--- config.mk ---
export PLATFORM = sky130hd
export DESIGN_NAME = count_monitor
export DESIGN_NICKNAME = d
export VERILOG_FILES = /design/src/rtl/count_pkg.sv /design/src/rtl/sat_counter.sv /design/src/rtl/count_monitor.sv
export SDC_FILE = /design/constraint.sdc
export NUM_CORES = 1
export LEC_CHECK = 0
export CAP_MARGIN = 40
export CORE_MARGIN = 5
export CORE_UTILIZATION = 47
export CTS_CLUSTER_SIZE = 16
export DETAILED_ROUTE_END_ITERATION = 10
export PLACE_DENSITY = 0.79
export SLEW_MARGIN = 20
export SYNTH_ARGS = -nofsm -noshare
export SYNTH_HDL_FRONTEND = slang
export SYNTH_SLANG_ARGS = --single-unit
export TNS_END_PERCENT = 50
--- constraint.sdc ---
create_clock -name clk -period 3.3 [get_ports clk]
set_clock_uncertainty 0.15 [all_clocks]
set_input_delay 0.495 -clock clk [delete_from_list [all_inputs] [get_ports clk]]
set_output_delay 0.495 -clock clk [all_outputs]
set_load 0.01 [all_outputs]
--- src/rtl/count_pkg.sv ---
// Shared types and defaults for the count monitor slice.
// Pure declarations; no clocked logic; no flow control.
package count_pkg;

    localparam int CNT_W_DEF = 3;

    typedef enum logic [1:0] {
        MON_SYNC  = 2'd0,
        MON_TRACK = 2'd1,
        MON_FAULT = 2'd2
    } mon_state_t;

endpackage

--- src/rtl/sat_counter.sv ---
// Saturating event counter with a registered saturation flag.
// Latency: value/sat update one cycle after inc; clr has priority; no backpressure.
module sat_counter #(
    parameter int W = 8
) (
    input  logic         clk,
    input  logic         rst_n,
    input  logic         clr,
    input  logic         inc,
    output logic [W-1:0] value,
    output logic         sat
);

    localparam logic [W-1:0] MAX = '1;

    always_ff @(posedge clk or negedge rst_n) begin
        if (!rst_n) begin
            value <= '0;
            sat   <= 1'b0;
        end else if (clr) begin
            value <= '0;
            sat   <= 1'b0;
        end else if (inc && (value != MAX)) begin
            value <= value + 1'b1;
            sat   <= (value == MAX - 1'b1);
        end
    end

endmodule

--- src/rtl/count_monitor.sv ---
// Checks an upstream free-running count for +1 steps, counts wraps, flags errors.
// Latency: one cycle from sampling edge to every output; no backpressure (en gates sampling).
module count_monitor
    import count_pkg::*;
#(
    parameter int CNT_W  = CNT_W_DEF,
    parameter int WRAP_W = 8
) (
    input  logic              clk,
    input  logic              rst_n,
    input  logic              en,
    input  logic              clr,
    input  logic [CNT_W-1:0]  count_i,
    output logic              wrap_o,
    output logic [WRAP_W-1:0] wraps_o,
    output logic              sat_o,
    output logic              err_o,
    output logic [CNT_W-1:0]  last_o
);

    localparam logic [CNT_W-1:0] CNT_MAX = '1;

    mon_state_t       state_q, state_d;
    logic [CNT_W-1:0] last_q, last_d;
    logic [CNT_W-1:0] next_exp;
    logic             wrap_q, wrap_d;
    logic             err_q, err_d;

    // Stays CNT_W wide so max+1 folds back to zero.
    assign next_exp = last_q + 1'b1;

    always_comb begin
        state_d = state_q;
        last_d  = last_q;
        wrap_d  = 1'b0;
        err_d   = err_q;
        case (state_q)
            MON_SYNC: begin
                if (en) begin
                    last_d  = count_i;
                    state_d = MON_TRACK;
                end
            end
            MON_TRACK: begin
                if (!en) begin
                    state_d = MON_SYNC;
                end else if (count_i == next_exp) begin
                    last_d = count_i;
                    wrap_d = (last_q == CNT_MAX);
                end else begin
                    err_d   = 1'b1;
                    state_d = MON_FAULT;
                end
            end
            MON_FAULT: begin
                state_d = MON_FAULT;
            end
            default: begin
                state_d = MON_SYNC;
            end
        endcase
        // Clear overrides any same-cycle wrap or error but keeps the last sample.
        if (clr) begin
            state_d = MON_SYNC;
            last_d  = last_q;
            wrap_d  = 1'b0;
            err_d   = 1'b0;
        end
    end

    always_ff @(posedge clk or negedge rst_n) begin
        if (!rst_n) begin
            state_q <= MON_SYNC;
            last_q  <= '0;
            wrap_q  <= 1'b0;
            err_q   <= 1'b0;
        end else begin
            state_q <= state_d;
            last_q  <= last_d;
            wrap_q  <= wrap_d;
            err_q   <= err_d;
        end
    end

    sat_counter #(
        .W (WRAP_W)
    ) u_wraps (
        .clk   (clk),
        .rst_n (rst_n),
        .clr   (clr),
        .inc   (wrap_d),
        .value (wraps_o),
        .sat   (sat_o)
    );

    assign wrap_o = wrap_q;
    assign err_o  = err_q;
    assign last_o = last_q;

endmodule
==> results of run 1 <==
## sequential cells by signal (all words and copies together), names as in the netlist
| register | count |
|---|---|
| u_wraps.sat | 1 |
| last_o | 3 |
| err_o | 1 |
| wrap_o | 1 |
| state_q | 2 |
| u_wraps.value | 8 |
## cell usage after synthesis (2+ instances only)
master    count
nand4_1       3
o311ai_0      2
nor3_1        3
nor2_1        4
nand2_1       2
dfrtp_1      16
mux2_2        5
clkbuf_1      2
ha_1          4
o31ai_1       4
buf_2         2
a21oi_1       5
o21ai_0       4
nand3_1       7
or4_1         2
inv_1         6
nor2b_1       2
xor2_1        2
## logic make-up after synthesis
group	count (synthesis)	synth area share
buffers and inverters	10	0.0463
and+or+nand+nor	29	0.197
xor gates and xnor gates	3	0.0304
adders and majority gates	4	0.0579
muxes	5	0.0651
DFF	16	0.463
AOI/OAI and AO/OA	18	0.140
## final cells by class
class                      count  area [um^2]
tap                           25         31.3
timing repair buffer          20          200
fill                         154          644
clock buffer                   3         22.5
sequential                    16          400
inverter                       6         22.5
multi-input combinational     59          424
## critical path: stages
cell and delay, ns:
clkdlybuf4s50_1 0.60, nor3b_2 0.36, o2111ai_1 0.43, nor4_1 0.38
mux2_2 0.37
## metal layers
metal	vias to the layer above	global-route usage	share of wire
met5	-	0	0
met3	7	0.0338	0.053
met2	30	0.271	0.48
li1	352	-	-
met1	338	0.165	0.44
met4	0	0.0638	0.022
## power by group through the flow
stage,Clock (W),Combinational [W],Sequential [W]
after global placement,0,0.000114,0.000224
after floorplan,0,0.0000695,0.000227
after CTS,0.000103,0.000120,0.000221
after detailed placement,0,0.000119,0.000225
after global routing,0.000113,0.000134,0.000222
final,0.0000995,0.000118,0.000221
## how the worst max path moves through the flow
stage,start,to,slack [ns],cells past startpoint
after floorplan,last_o[0],u_wraps.value[5],0.88,7
final,clr,u_wraps.value[7],0.69,5
after global routing,clr,u_wraps.value[7],0.50,5
after CTS,clr,u_wraps.value[7],0.73,5
after detailed placement,clr,u_wraps.value[7],0.42,5
after global placement,clr,u_wraps.value[7],0.51,5
## through the flow
stage	power, W	hold WS (ns)	std cells
5_1_grt	0.000469	0.408	129
6_report	0.000438	0.376	129
4_1_cts	0.000443	0.379	129
3_3_place_gp	0.000337	0.369	126
3_5_place_dp	0.000344	0.364	126
2_1_floorplan	0.000297	0.0494	85
==> impl_metrics.csv, run 1 <==
group,metric,value,unit
drt,drtIter0Drc,16,
synthesis,async_flop_share,1.00,
finish,fin_util,0.631,
timing,max_slew_margin,0.475,
synthesis,synthDistinctLibCells,28,
synthesis,synthFlopType,"dfrtp_1",
synthesis,ys_seq_area_frac,0.463,
worst_setup_path,r2r-end,"u_wraps.value[7]",
placement,dpl.hpwl,1.36,mm
clocking,cts.clk_slew.worst_paths,0.08,ns
worst_setup_path,cp.arrival,2.63,ns
timing,finalSetupViolCount,0,
global_route,antenna_found_initial,0,
placement,routabilityCongestion,0.848,
min_path,hp-class,"flip-flop to flip-flop",
worst_setup_path,reg2reg_depth,6,
finish,layout_commonest_cell,"clkdlybuf4s50_1",
power,pwr-share-clk,0.227,
status,status,"complete, no violations",
timing,final_hold_viol_count,0,
finish,final_cell_mix,"20 x clkdlybuf4s50_1, 16 x dfrtp_1, 7 x nand3_1, 6 x inv_1",
clocking,cts_tree,"done",
clocking,post_cts.repair.setup_buffers,0,
clocking,cts-root-buf,"clkbuf_4",
min_path,hold_end,"err_o",
worst_setup_path,crit_fanout,12,
worst_setup_path,rr_startpoint,"last_o[0]",
timing,rsz0062_at_grt,"false",
synthesis,synthCells,85,
synthesis,synth-edff-count,0,
placement,pre_cts_ws,0.423,ns
clocking,cts.sinks,16,
timing,period_needed,2.61,ns
power,p_leak,0.438,nW
drt,num_vias,727,
placement,port_buffers,20,
global_route,first_global_vias,736,
drt,antenna_left,0,
drt,drc,0,
floorplan,die_area,2800,um^2
global_route,grt_overflow_total,0,
power,pwr-share-comb,0.269,
job,drv_cap,0,
worst_setup_path,regToRegSetupSlack,0.80,ns
timing,fmax,0.383,GHz
drt,via_per_inst,5.64,
min_path,whs_path_depth,2,
power,powerDensity,398,nW/um^2
power,internal_power,0.000309,W
synthesis,synth_area_leaders,"dfrtp_1 46%, mux2_2 6.5%, ha_1 5.8%, nand3_1 4.1%, o31ai_1 3.5%",
global_route,grt_pass1_wl,3.02,mm
worst_setup_path,worstPathRequired,3.32,ns
synthesis,yosys.area.top_type,"dfrtp_1",
floorplan,io_pins,21,
min_path,hold_start,"err_o",
power,p_sw,0.000130,W
clocking,cts-resized-gates,0,
finish,final_area,1100,um^2
clocking,cts_buffer_depth,2,
synthesis,syn_area_per_cell,10.2,um^2
floorplan,start_util,0.495,
synthesis,syn-cell-area,865,um^2
finish,synthToLayoutAreaGrowth,27.4,%
floorplan,die_w,52.9,um
floorplan,num_rows,15,
synthesis,synth.ff_latch_count,16,
global_route,grt_max_degree,17,
power,ir_drop,275,uV
timing,worst_slew_pin_slew,0.787,ns
clocking,cts_buffers,3,
floorplan,die_h,52.9,um
global_route,grt.total_usage,0.149,
timing,fin_crit_sh,0.791,
finish,drive_gt1_frac,0.115,
drt,drtPass1Iterations,4,
worst_setup_path,worstSetupPathType,"primary input to flip-flop",
clocking,htreeDepth,1,
synthesis,synth_top_area_frac,0.463,
finish,n_antenna_cell,0,
worst_setup_path,cp-end-kind,"flip-flop",
floorplan,coreArea,1750,um^2
timing,fin_setup_tns,0,ns
drt,routed_wl,1.83,mm
power,switching_share,0.296,
clocking,hold_buffers,0,
synthesis,ys_warn_count,0,
timing,finalMaxSlewViolations,0,
clocking,clkLatencyLatePin,0.28,ns
synthesis,mappedNetlistNets,96,
timing,fin_ws,0.689,ns
placement,placedInstanceArea,1080,um^2
power,seqPwrFrac,0.504,
finish,nNetsFinal,117,
worst_setup_path,start_kind,"primary input",
drt,wire_per_inst,14.2,um
Power figures use the tool's default switching activity.
==> run 2: changes to the inputs <==
Settings changed: CORE_UTILIZATION 47 to 43, PLACE_DENSITY 0.79 to 0.77.
Clock period 3.3 ns to 2.3 ns, I/O delays scaled along.
==> impl_metrics.csv, run 2 (synthesized netlist as in run 1, its figures left out) <==
group,metric,value,unit
status,status,"complete, no violations",
power,ir_drop,533,uV
worst_setup_path,worstPathRequired,2.33,ns
power,p_sw,0.000211,W
clocking,cts-root-buf,"clkbuf_4",
finish,drive_gt1_frac,0.221,
power,pwr-share-comb,0.346,
clocking,cts.sinks,16,
finish,n_antenna_cell,0,
finish,fin_util,0.625,
floorplan,coreArea,1940,um^2
global_route,antenna_found_initial,0,
placement,placedInstanceArea,1160,um^2
placement,routabilityCongestion,0.820,
clocking,cts_tree,"done",
clocking,cts_buffers,3,
finish,largest_reg_flops,8,
timing,period_needed,2.25,ns
power,internal_power,0.000493,W
global_route,grt_pass1_wl,3.24,mm
placement,port_buffers,20,
timing,worst_slew_pin_slew,0.717,ns
drt,wire_per_inst,13.7,um
timing,finalMaxSlewViolations,0,
power,p_leak,0.494,nW
placement,pre_cts_ws,-0.0445,ns
floorplan,start_util,0.445,
finish,nNetsFinal,126,
clocking,cts.clk_slew.worst_paths,0.09,ns
floorplan,die_w,54.8,um
timing,hold-worst-slack,0.333,ns
finish,final_cell_mix,"20 x clkdlybuf4s50_1, 16 x dfrtp_1, 9 x buf_4, 7 x nand3_1, 6 x inv_1",
min_path,hp-class,"primary input to asynchronous set/reset pin",
clocking,cts_buffer_depth,2,
worst_setup_path,crit_fanout,8,
power,switching_share,0.300,
power,seqPwrFrac,0.447,
timing,max_slew_margin,0.520,
floorplan,die_h,54.8,um
floorplan,num_rows,16,
timing,rsz0062_at_grt,"true",
worst_setup_path,cp.arrival,2.27,ns
timing,fmax,0.445,GHz
global_route,grt_max_degree,17,
drt,drc,0,
power,pwr-share-clk,0.207,
finish,synthToLayoutAreaGrowth,40.4,%
power,powerDensity,580,nW/um^2
placement,dpl.hpwl,1.48,mm
finish,final_area,1210,um^2
timing,final_hold_viol_count,0,
finish,regArea,400,um^2
finish,regMostFlops,"u_wraps.value",
worst_setup_path,worstSetupPathType,"flip-flop to flip-flop",
global_route,first_global_vias,773,
timing,finalSetupViolCount,0,
clocking,clkLatencyLatePin,0.28,ns
worst_setup_path,reg2reg_depth,6,
drt,antenna_left,0,
timing,fin_setup_tns,0,ns
floorplan,die_area,3010,um^2
clocking,htreeDepth,1,
timing,fin_ws,0.0548,ns
drt,num_vias,752,
timing,fin_crit_sh,0.976,
worst_setup_path,cp-end-kind,"flip-flop",
drt,drtIter0Drc,5,
floorplan,io_pins,21,
job,drv_cap,0,
drt,drtPass1Iterations,3,
finish,fill_cells,185,
drt,routed_wl,1.91,mm
drt,via_per_inst,5.37,
global_route,grt_overflow_total,0,
finish,multi_input_area,467,um^2
global_route,grt.total_usage,0.152,
finish,layout_commonest_cell,"clkdlybuf4s50_1",
worst_setup_path,start_kind,"flip-flop",
## run 2: cell count changes in the layout (fill, tap and decap cells not counted), moves of 2 or more
cell,change
buf_4,+9
ha_1,-2
mux2_2,-2
mux2_4,+2
o311ai_0,-2
o311ai_1,+2
## run 2: metrics by stage
step,total power (W),std cells
final,0.000704,140
after global routing,0.000746,140
after CTS,0.000711,140
after detailed placement,0.000541,136
after global placement,0.000530,136
after floorplan,0.000438,85
## run 2: final timing paths
path / start / endpoint / slack (ns)
worst max-delay path: last_o[1] / u_wraps.value[7] / 0.05
worst min-delay path: rst_n / u_wraps.value[4] / 0.33
worst max register to register: last_o[1] / u_wraps.value[7] / 0.05
worst min register to register: err_o / err_o / 0.37
max in group asynchronous: rst_n / state_q[1] / 1.22
min in group clk: err_o / err_o / 0.37
## run 2: critical path, stage by stage (launching register included)
cell     delay [ns]
dfrtp_1        0.40
ha_2           0.21
ha_4           0.21
xor2_1         0.15
or3_4          0.40
nor4_4         0.30
mux2_4         0.32
## run 2: cell type report
type	count	share of cell area
Sequential cell	16	0.330
Timing Repair Buffer	29	0.221
Tap cell	27	0.0278
Multi-Input combinational cell	59	0.385
Clock buffer	3	0.0186
Inverter	6	0.0186
## run 2: timing repair
item                       4_1_cts  5_1_grt
buffers inserted                 1        0
pin swaps                        5        0
resized for setup                4        2
setup endpoints to repair        8        5
hold buffers                     0        0
## run 2: per-layer routing
metal	up-vias	routed length [um]	track usage
met5	-	0	0
met4	0	32	0.0664
met3	5	111	0.0354
met2	20	914	0.258
met1	357	855	0.180
li1	370	-	-
## run 2: power by group through the flow
stage          sequential (W)  combinational, W  clock, W
6_report             0.000315          0.000244  0.000146
2_1_floorplan        0.000326          0.000112         0
3_3_place_gp         0.000316          0.000214         0
3_5_place_dp         0.000318          0.000223         0
5_1_grt              0.000317          0.000271  0.000158
4_1_cts              0.000315          0.000245  0.000151
==> run 3: changes to the inputs <==
Settings changed: ABC_AREA set to 1, CORE_UTILIZATION 43 to 44, PLACE_DENSITY 0.77 to 0.76.
==> impl_metrics.csv, run 3 <==
group,metric,value,unit
status,status,"complete, no violations",
synthesis,synth-edff-count,0,
finish,final_cell_mix,"31 x nand2_1, 20 x clkdlybuf4s50_1, 16 x dfrtp_1, 13 x inv_1, 13 x nand3_1",
finish,fill_cells,200,
power,switching_share,0.293,
clocking,cts.clk_slew.worst_paths,0.10,ns
timing,fmax,0.483,GHz
synthesis,synth.ff_latch_count,16,
drt,drtPass1Iterations,4,
worst_setup_path,cp-end-kind,"flip-flop",
floorplan,coreArea,2170,um^2
clocking,hold_buffers,0,
floorplan,die_area,3290,um^2
clocking,cts-resized-gates,0,
placement,routabilityCongestion,0.812,
power,pwr-share-clk,0.301,
timing,max_slew_margin,0.706,
synthesis,synth_top_family_by_area,"simple AND/OR/NAND/NOR gates",
synthesis,synth_xor_area_frac,0.0622,
finish,synthToLayoutAreaGrowth,28.0,%
placement,port_buffers,20,
synthesis,synthCells,121,
worst_setup_path,crit_fanout,10,
clocking,post_cts.repair.setup_buffers,0,
synthesis,synth_fa_ha_area_frac,0.0508,
drt,drtIter0Drc,11,
floorplan,start_util,0.454,
synthesis,yosys.area_share.simple,0.365,
job,drv_cap,0,
finish,n_antenna_cell,0,
worst_setup_path,r2r-end,"u_wraps.value[3]",
clocking,htreeDepth,1,
floorplan,io_pins,21,
synthesis,synthMuxAreaShare,0,
finish,regMostFlops,"u_wraps.value",
timing,finalMaxSlewViolations,0,
synthesis,mappedNetlistNets,132,
worst_setup_path,cp.arrival,2.17,ns
drt,num_vias,849,
clocking,cts-root-buf,"clkbuf_4",
floorplan,die_h,57.3,um
clocking,cts_buffers,3,
finish,nNetsFinal,157,
synthesis,ys_seq_area_frac,0.406,
drt,via_per_inst,4.91,
synthesis,syn-cell-area,986,um^2
worst_setup_path,regToRegSetupSlack,0.23,ns
timing,period_needed,2.07,ns
worst_setup_path,worstPathRequired,2.40,ns
timing,rsz0062_at_grt,"false",
power,seqPwrFrac,0.476,
power,p_sw,0.000189,W
clocking,clkLatencyLatePin,0.29,ns
synthesis,synthDistinctLibCells,22,
timing,fin_setup_tns,0,ns
power,ir_drop,371,uV
power,power,0.000644,W
clocking,cts_buffer_depth,2,
synthesis,synth_most_common_cell,"nand2_1",
synthesis,yosys.area.top_type,"dfrtp_1",
timing,final_hold_viol_count,0,
synthesis,synth_area_leaders,"dfrtp_1 41%, nand2_1 12%, nand3_1 6.6%, nand4_1 5.7%, xor2_1 5.3%",
global_route,use_met1,0.179,
worst_setup_path,start_kind,"flip-flop",
timing,fin_crit_sh,0.900,
finish,drive_gt1_frac,0.124,
synthesis,syn_area_per_cell,8.15,um^2
worst_setup_path,crit_end,"u_wraps.value[3]",
finish,largest_reg_flops,8,
worst_setup_path,reg2reg_depth,9,
clocking,cts_tree,"done",
drt,antenna_left,0,
synthesis,async_flop_share,1.00,
synthesis,synth_top_area_frac,0.406,
synthesis,synthTopCellsByCount,"31 x nand2_1, 16 x dfrtp_1, 13 x inv_1, 13 x nand3_1, 9 x nand4_1",
global_route,antenna_found_initial,0,
synthesis,ys_warn_count,0,
synthesis,synthFlopType,"dfrtp_1",
global_route,grt.busiest_layer,"met2",
global_route,first_global_vias,848,
global_route,grt_use_met2,0.246,
placement,dpl.hpwl,1.64,mm
worst_setup_path,startpoint,"last_o[0]",
drt,drc,0,
global_route,gr-usage-met3,0.0204,
synthesis,synth_compound_area_frac,0.0368,
worst_setup_path,rr_startpoint,"last_o[0]",
finish,layout_commonest_cell,"nand2_1",
power,internal_power,0.000455,W
floorplan,num_rows,17,
drt,wire_per_inst,12.4,um
global_route,grt_max_degree,20,
floorplan,die_w,57.3,um
drt,routed_wl,2.14,mm
min_path,hp-class,"primary input to asynchronous set/reset pin",
timing,finalSetupViolCount,0,
clocking,cts.sinks,16,
finish,fin_util,0.582,
timing,worst_slew_pin_slew,0.440,ns
power,p_leak,0.660,nW
global_route,grt_pass1_wl,3.73,mm
power,powerDensity,510,nW/um^2
global_route,grt_overflow_total,0,
worst_setup_path,worstSetupPathType,"flip-flop to flip-flop",
timing,hold-worst-slack,0.193,ns
power,pwr-share-comb,0.222,
global_route,grt.total_usage,0.147,
[run 3: area by class of cell]
type | count | area [um^2] | share of cell area
multi-input combinational | 85 | 508 | 0.402
sequential | 16 | 400 | 0.317
timing repair buffer | 22 | 215 | 0.170
inverter | 18 | 67.6 | 0.0535
clock buffer | 4 | 36.3 | 0.0287
tap | 28 | 35.0 | 0.0278
[run 3: cell families (layout without fill, tap and decap cells)]
kind of cell	count (synthesis)	count (layout)
buf+inv	20	44
fa+ha+maj	4	4
flops	16	16
xor+xnor	7	7
compound gates	5	5
simple gates	69	69
[run 3: critical path, cell delays in order, from the launching register on]
cell and delay, ns:
dfrtp_1 0.43, ha_1 0.21, ha_1 0.28, inv_1 0.06
nand2_1 0.04, nand2_1 0.08, nand4_1 0.14, nor2_2 0.36
nand4_1 0.17, nand2_1 0.09
[run 3: how the worst min path moves through the flow]
stage               start  depth (start not counted)  slack [ns]               end
detailed placement  err_o                          2        0.35             err_o
global route        rst_n                          1        0.19       u_wraps.sat
CTS                 rst_n                          1        0.19  u_wraps.value[2]
floorplan           rst_n                          0       -0.10             err_o
finish              rst_n                          1        0.19       u_wraps.sat
global placement    err_o                          2        0.33             err_o
[run 3: power groups by stage]
stage                     logic (W)  clock network, W  registers [W]
after floorplan           0.0000810                 0       0.000316
after global placement     0.000138                 0       0.000311
after detailed placement   0.000144                 0       0.000312
after CTS                  0.000145          0.000199       0.000307
after global routing       0.000159          0.000214       0.000309
final                      0.000143          0.000194       0.000307
[run 3: layer usage]
layer	share of wire	up-vias
met5	0	-
met4	0.026	0
met3	0.026	6
met2	0.50	9
met1	0.45	392
li1	-	442
[run 3: stage by stage]
step | cells | area, um^2 | worst slack (ns)
floorplan | 121 | 986 | 0.470
global placement | 169 | 1230 | 0.372
detailed placement | 169 | 1230 | 0.244
CTS | 173 | 1260 | 0.229
global route | 173 | 1260 | 0.0290
finish | 173 | 1260 | 0.229
==> edit: new RTL, settings of run 1 <==
Register the inputs `en`, `clr` and `count_i` before use, cleared by the reset. The logic sees them one clock later. Comments in the files are not updated.
--- a/src/rtl/count_monitor.sv
+++ b/src/rtl/count_monitor.sv
@@ -22,2 +22,18 @@
 
+    logic en_q;
+    logic clr_q;
+    logic [CNT_W-1:0] count_q;
+
+    always_ff @(posedge clk or negedge rst_n) begin
+        if (!rst_n) begin
+            en_q    <= '0;
+            clr_q   <= '0;
+            count_q <= '0;
+        end else begin
+            en_q    <= en;
+            clr_q   <= clr;
+            count_q <= count_i;
+        end
+    end
+
     mon_state_t       state_q, state_d;
@@ -38,4 +54,4 @@
             MON_SYNC: begin
-                if (en) begin
-                    last_d  = count_i;
+                if (en_q) begin
+                    last_d  = count_q;
                     state_d = MON_TRACK;
@@ -44,6 +60,6 @@
             MON_TRACK: begin
-                if (!en) begin
+                if (!en_q) begin
                     state_d = MON_SYNC;
-                end else if (count_i == next_exp) begin
-                    last_d = count_i;
+                end else if (count_q == next_exp) begin
+                    last_d = count_q;
                     wrap_d = (last_q == CNT_MAX);
@@ -62,3 +78,3 @@
         // Clear overrides any same-cycle wrap or error but keeps the last sample.
-        if (clr) begin
+        if (clr_q) begin
             state_d = MON_SYNC;
@@ -89,3 +105,3 @@
         .rst_n (rst_n),
-        .clr   (clr),
+        .clr   (clr_q),
         .inc   (wrap_d),
Check against the original RTL: not equivalent (Yosys sat finds a counterexample within 4 cycles, from zero or initial values and one cycle with rst_n low).
==> edit against run 1 <==
Register-to-register slack got worse by 0.12 ns. Setup slack worse by 0.0064 ns. Total power increased by 16%. Wire length decreased by 3.3%. Sequential share of layout area increased by 7.0 points. Sequential cell count grew 5. Global-route usage is 1.1 points lower. Non-clock buffer count increased by 1. Area after synthesis is 10% higher. Clock power rose by 24%. Via count shrank 5.5%. Utilization decreased by 0.65 points. Highest routed layer unchanged. Cell area up 10%.
==> edit: results (changes against run 1) <==
* Outcome: complete, no violations
* Postcts setup bufs at 0 (unchanged)
* Mapped Cells at 81 (-4.7%)
* Max Fanout on Critical Path at 11 (-1)
* Wire length per cell at 13.5 um (-4.7%)
* Pin count of the biggest net entering global routing at 14 (-3)
* Largest Register: u_wraps.value
* Post-DP Area at 1190 sq um (+10%)
* Cells on worst reg2reg path at 7 (+1)
* PostCTS Resize Cnt at 0 (unchanged)
* # nets final at 116 (-0.85%)
* N_diodes at 0 (unchanged)
* Worst slew pin tran at 0.431 ns (-0.356 ns)
* First-pass GRT wire length at 2940 um (-2.7%)
* Post-synthesis mux area share at 0.0565 (-0.00862)
* Vias in the first global route at 671 (-8.8%)
* CTS clock-pin slew for the worst setup and hold paths at 0.11 ns (+0.03 ns)
* Final HPWL DP at 1440 um (+5.6%)
* DR iter-0 viols at 9 (-7)
* Placed cell count at 127 (+0.79%)
* Post-Route WL at 1770 um (-3.3%)
* FF/Latch Area at 526 sq um (+31%)
* Hold Crit Class: in2async
* Placer congestion estimate at 0.791 (-6.8%)
* Worst VDD drop at 0.375 mV (+36%)
* Post-synthesis xor/xnor area fraction at 0.0460 (+0.0156)
* CP Launch Point: last_o[0]$_DFFE_PN0P_
* Critical path arrival at 2.70 ns (+0.07 ns)
* Compound-Gate Fraction of Synth Area at 0.0578 (-0.0826)
* Register area share after synthesis at 0.552 (+0.0888)
* Post-synthesis cell type count at 26 (-7.1%)
* Top post-synthesis cells by area: dfrtp_1 55%, ha_1 5.3%, xnor2_1 3.7%
* Post-DR vias/cell at 5.24 (-6.9%)
* Fillers at 161 (+4.5%)
* Clock latency on the worst-skew pair at 0.30 ns (+0.02 ns)
* Net count after synthesis at 92 (-4.2%)
* Reg2reg end: u_wraps.value[5]$_DFFE_PN0P_
* Most frequent cells after synthesis: 21 x dfrtp_1, 7 x nand2_1, 6 x a21oi_1
* LEAKAGE at 0.502 nW (+15%)
* Adder and majority gate portion of the synthesized area at 0.0526 (-0.00532)
* IO buf count at 20 (unchanged)
* Worst reg-to-reg setup slack at 0.68 ns (-0.12 ns)
* GR Util All Layers at 0.138 (-0.0112)
* Clock root buffer master: clkbuf_4
-- edit: changes by cell type after synthesis, sizes merged, moves of 3 or more --
cell,change
dfrtp,+5
nand4,-3
nand2,+5
inv,-3
xnor2,+3
nor3,-3
-- edit: per-layer routing --
metal / GRT usage / up-vias / wire, um
met3: 0.0322 / 4 / 58
met2: 0.219 / 13 / 900
met5: 0 / - / 0
met4: 0.0607 / 0 / 35
met1: 0.180 / 336 / 778
li1: - / 334 / -
-- edit: logic make-up (layout without fill, tap and decap cells) --
logic type / count (synthesis) / in the layout
AO/OA/AOI/OAI: 10 / 10
XOR/XNOR: 5 / 5
multiplexers: 5 / 5
AND/OR/NAND/NOR: 31 / 31
buffers and inverters: 5 / 28
flip-flops: 21 / 21
adder cells (fa/ha/maj): 4 / 4
-- edit: worst max-delay path, cell delays in order (launching register included) --
cell and delay [ns]:
dfrtp_1 0.43, ha_1 0.21, ha_1 0.28, xnor2_1 0.19
nand3_2 0.16, or3_4 0.47, or4_1 0.49, a21oi_1 0.16
-- edit: where the power goes --
group          switching [W]  leakage (nW)  total (W)  internal, W
registers          0.0000148         0.274   0.000288     0.000273
logic              0.0000429         0.213  0.0000981    0.0000553
clock network      0.0000755        0.0150   0.000123    0.0000471
total               0.000133         0.502   0.000508     0.000375
-- edit: area by class of cell --
cell class	instances	area share
clock buffer	4	0.0217
inverter	3	0.00929
multi-input combinational	55	0.330
sequential	21	0.433
tap	27	0.0279
timing repair buffer	21	0.178
-- edit: how the worst max path moves through the flow --
| stage | to |
|---|---|
| final | u_wraps.value[5]$_DFFE_PN0P_ |
| after global routing | u_wraps.value[7]$_DFFE_PN0P_ |
| after CTS | u_wraps.value[5]$_DFFE_PN0P_ |
| after detailed placement | u_wraps.value[5]$_DFFE_PN0P_ |
| after global placement | u_wraps.value[7]$_DFFE_PN0P_ |
| after floorplan | u_wraps.value[5]$_DFFE_PN0P_ |
-- edit: metrics by stage --
stage | hold WS, ns | worst slack (ns)
6_report | 0.335 | 0.682
4_1_cts | 0.350 | 0.673
5_1_grt | 0.350 | 0.557
3_5_place_dp | 0.357 | 0.690
3_3_place_gp | 0.351 | 0.797
2_1_floorplan | 0.0494 | 0.723
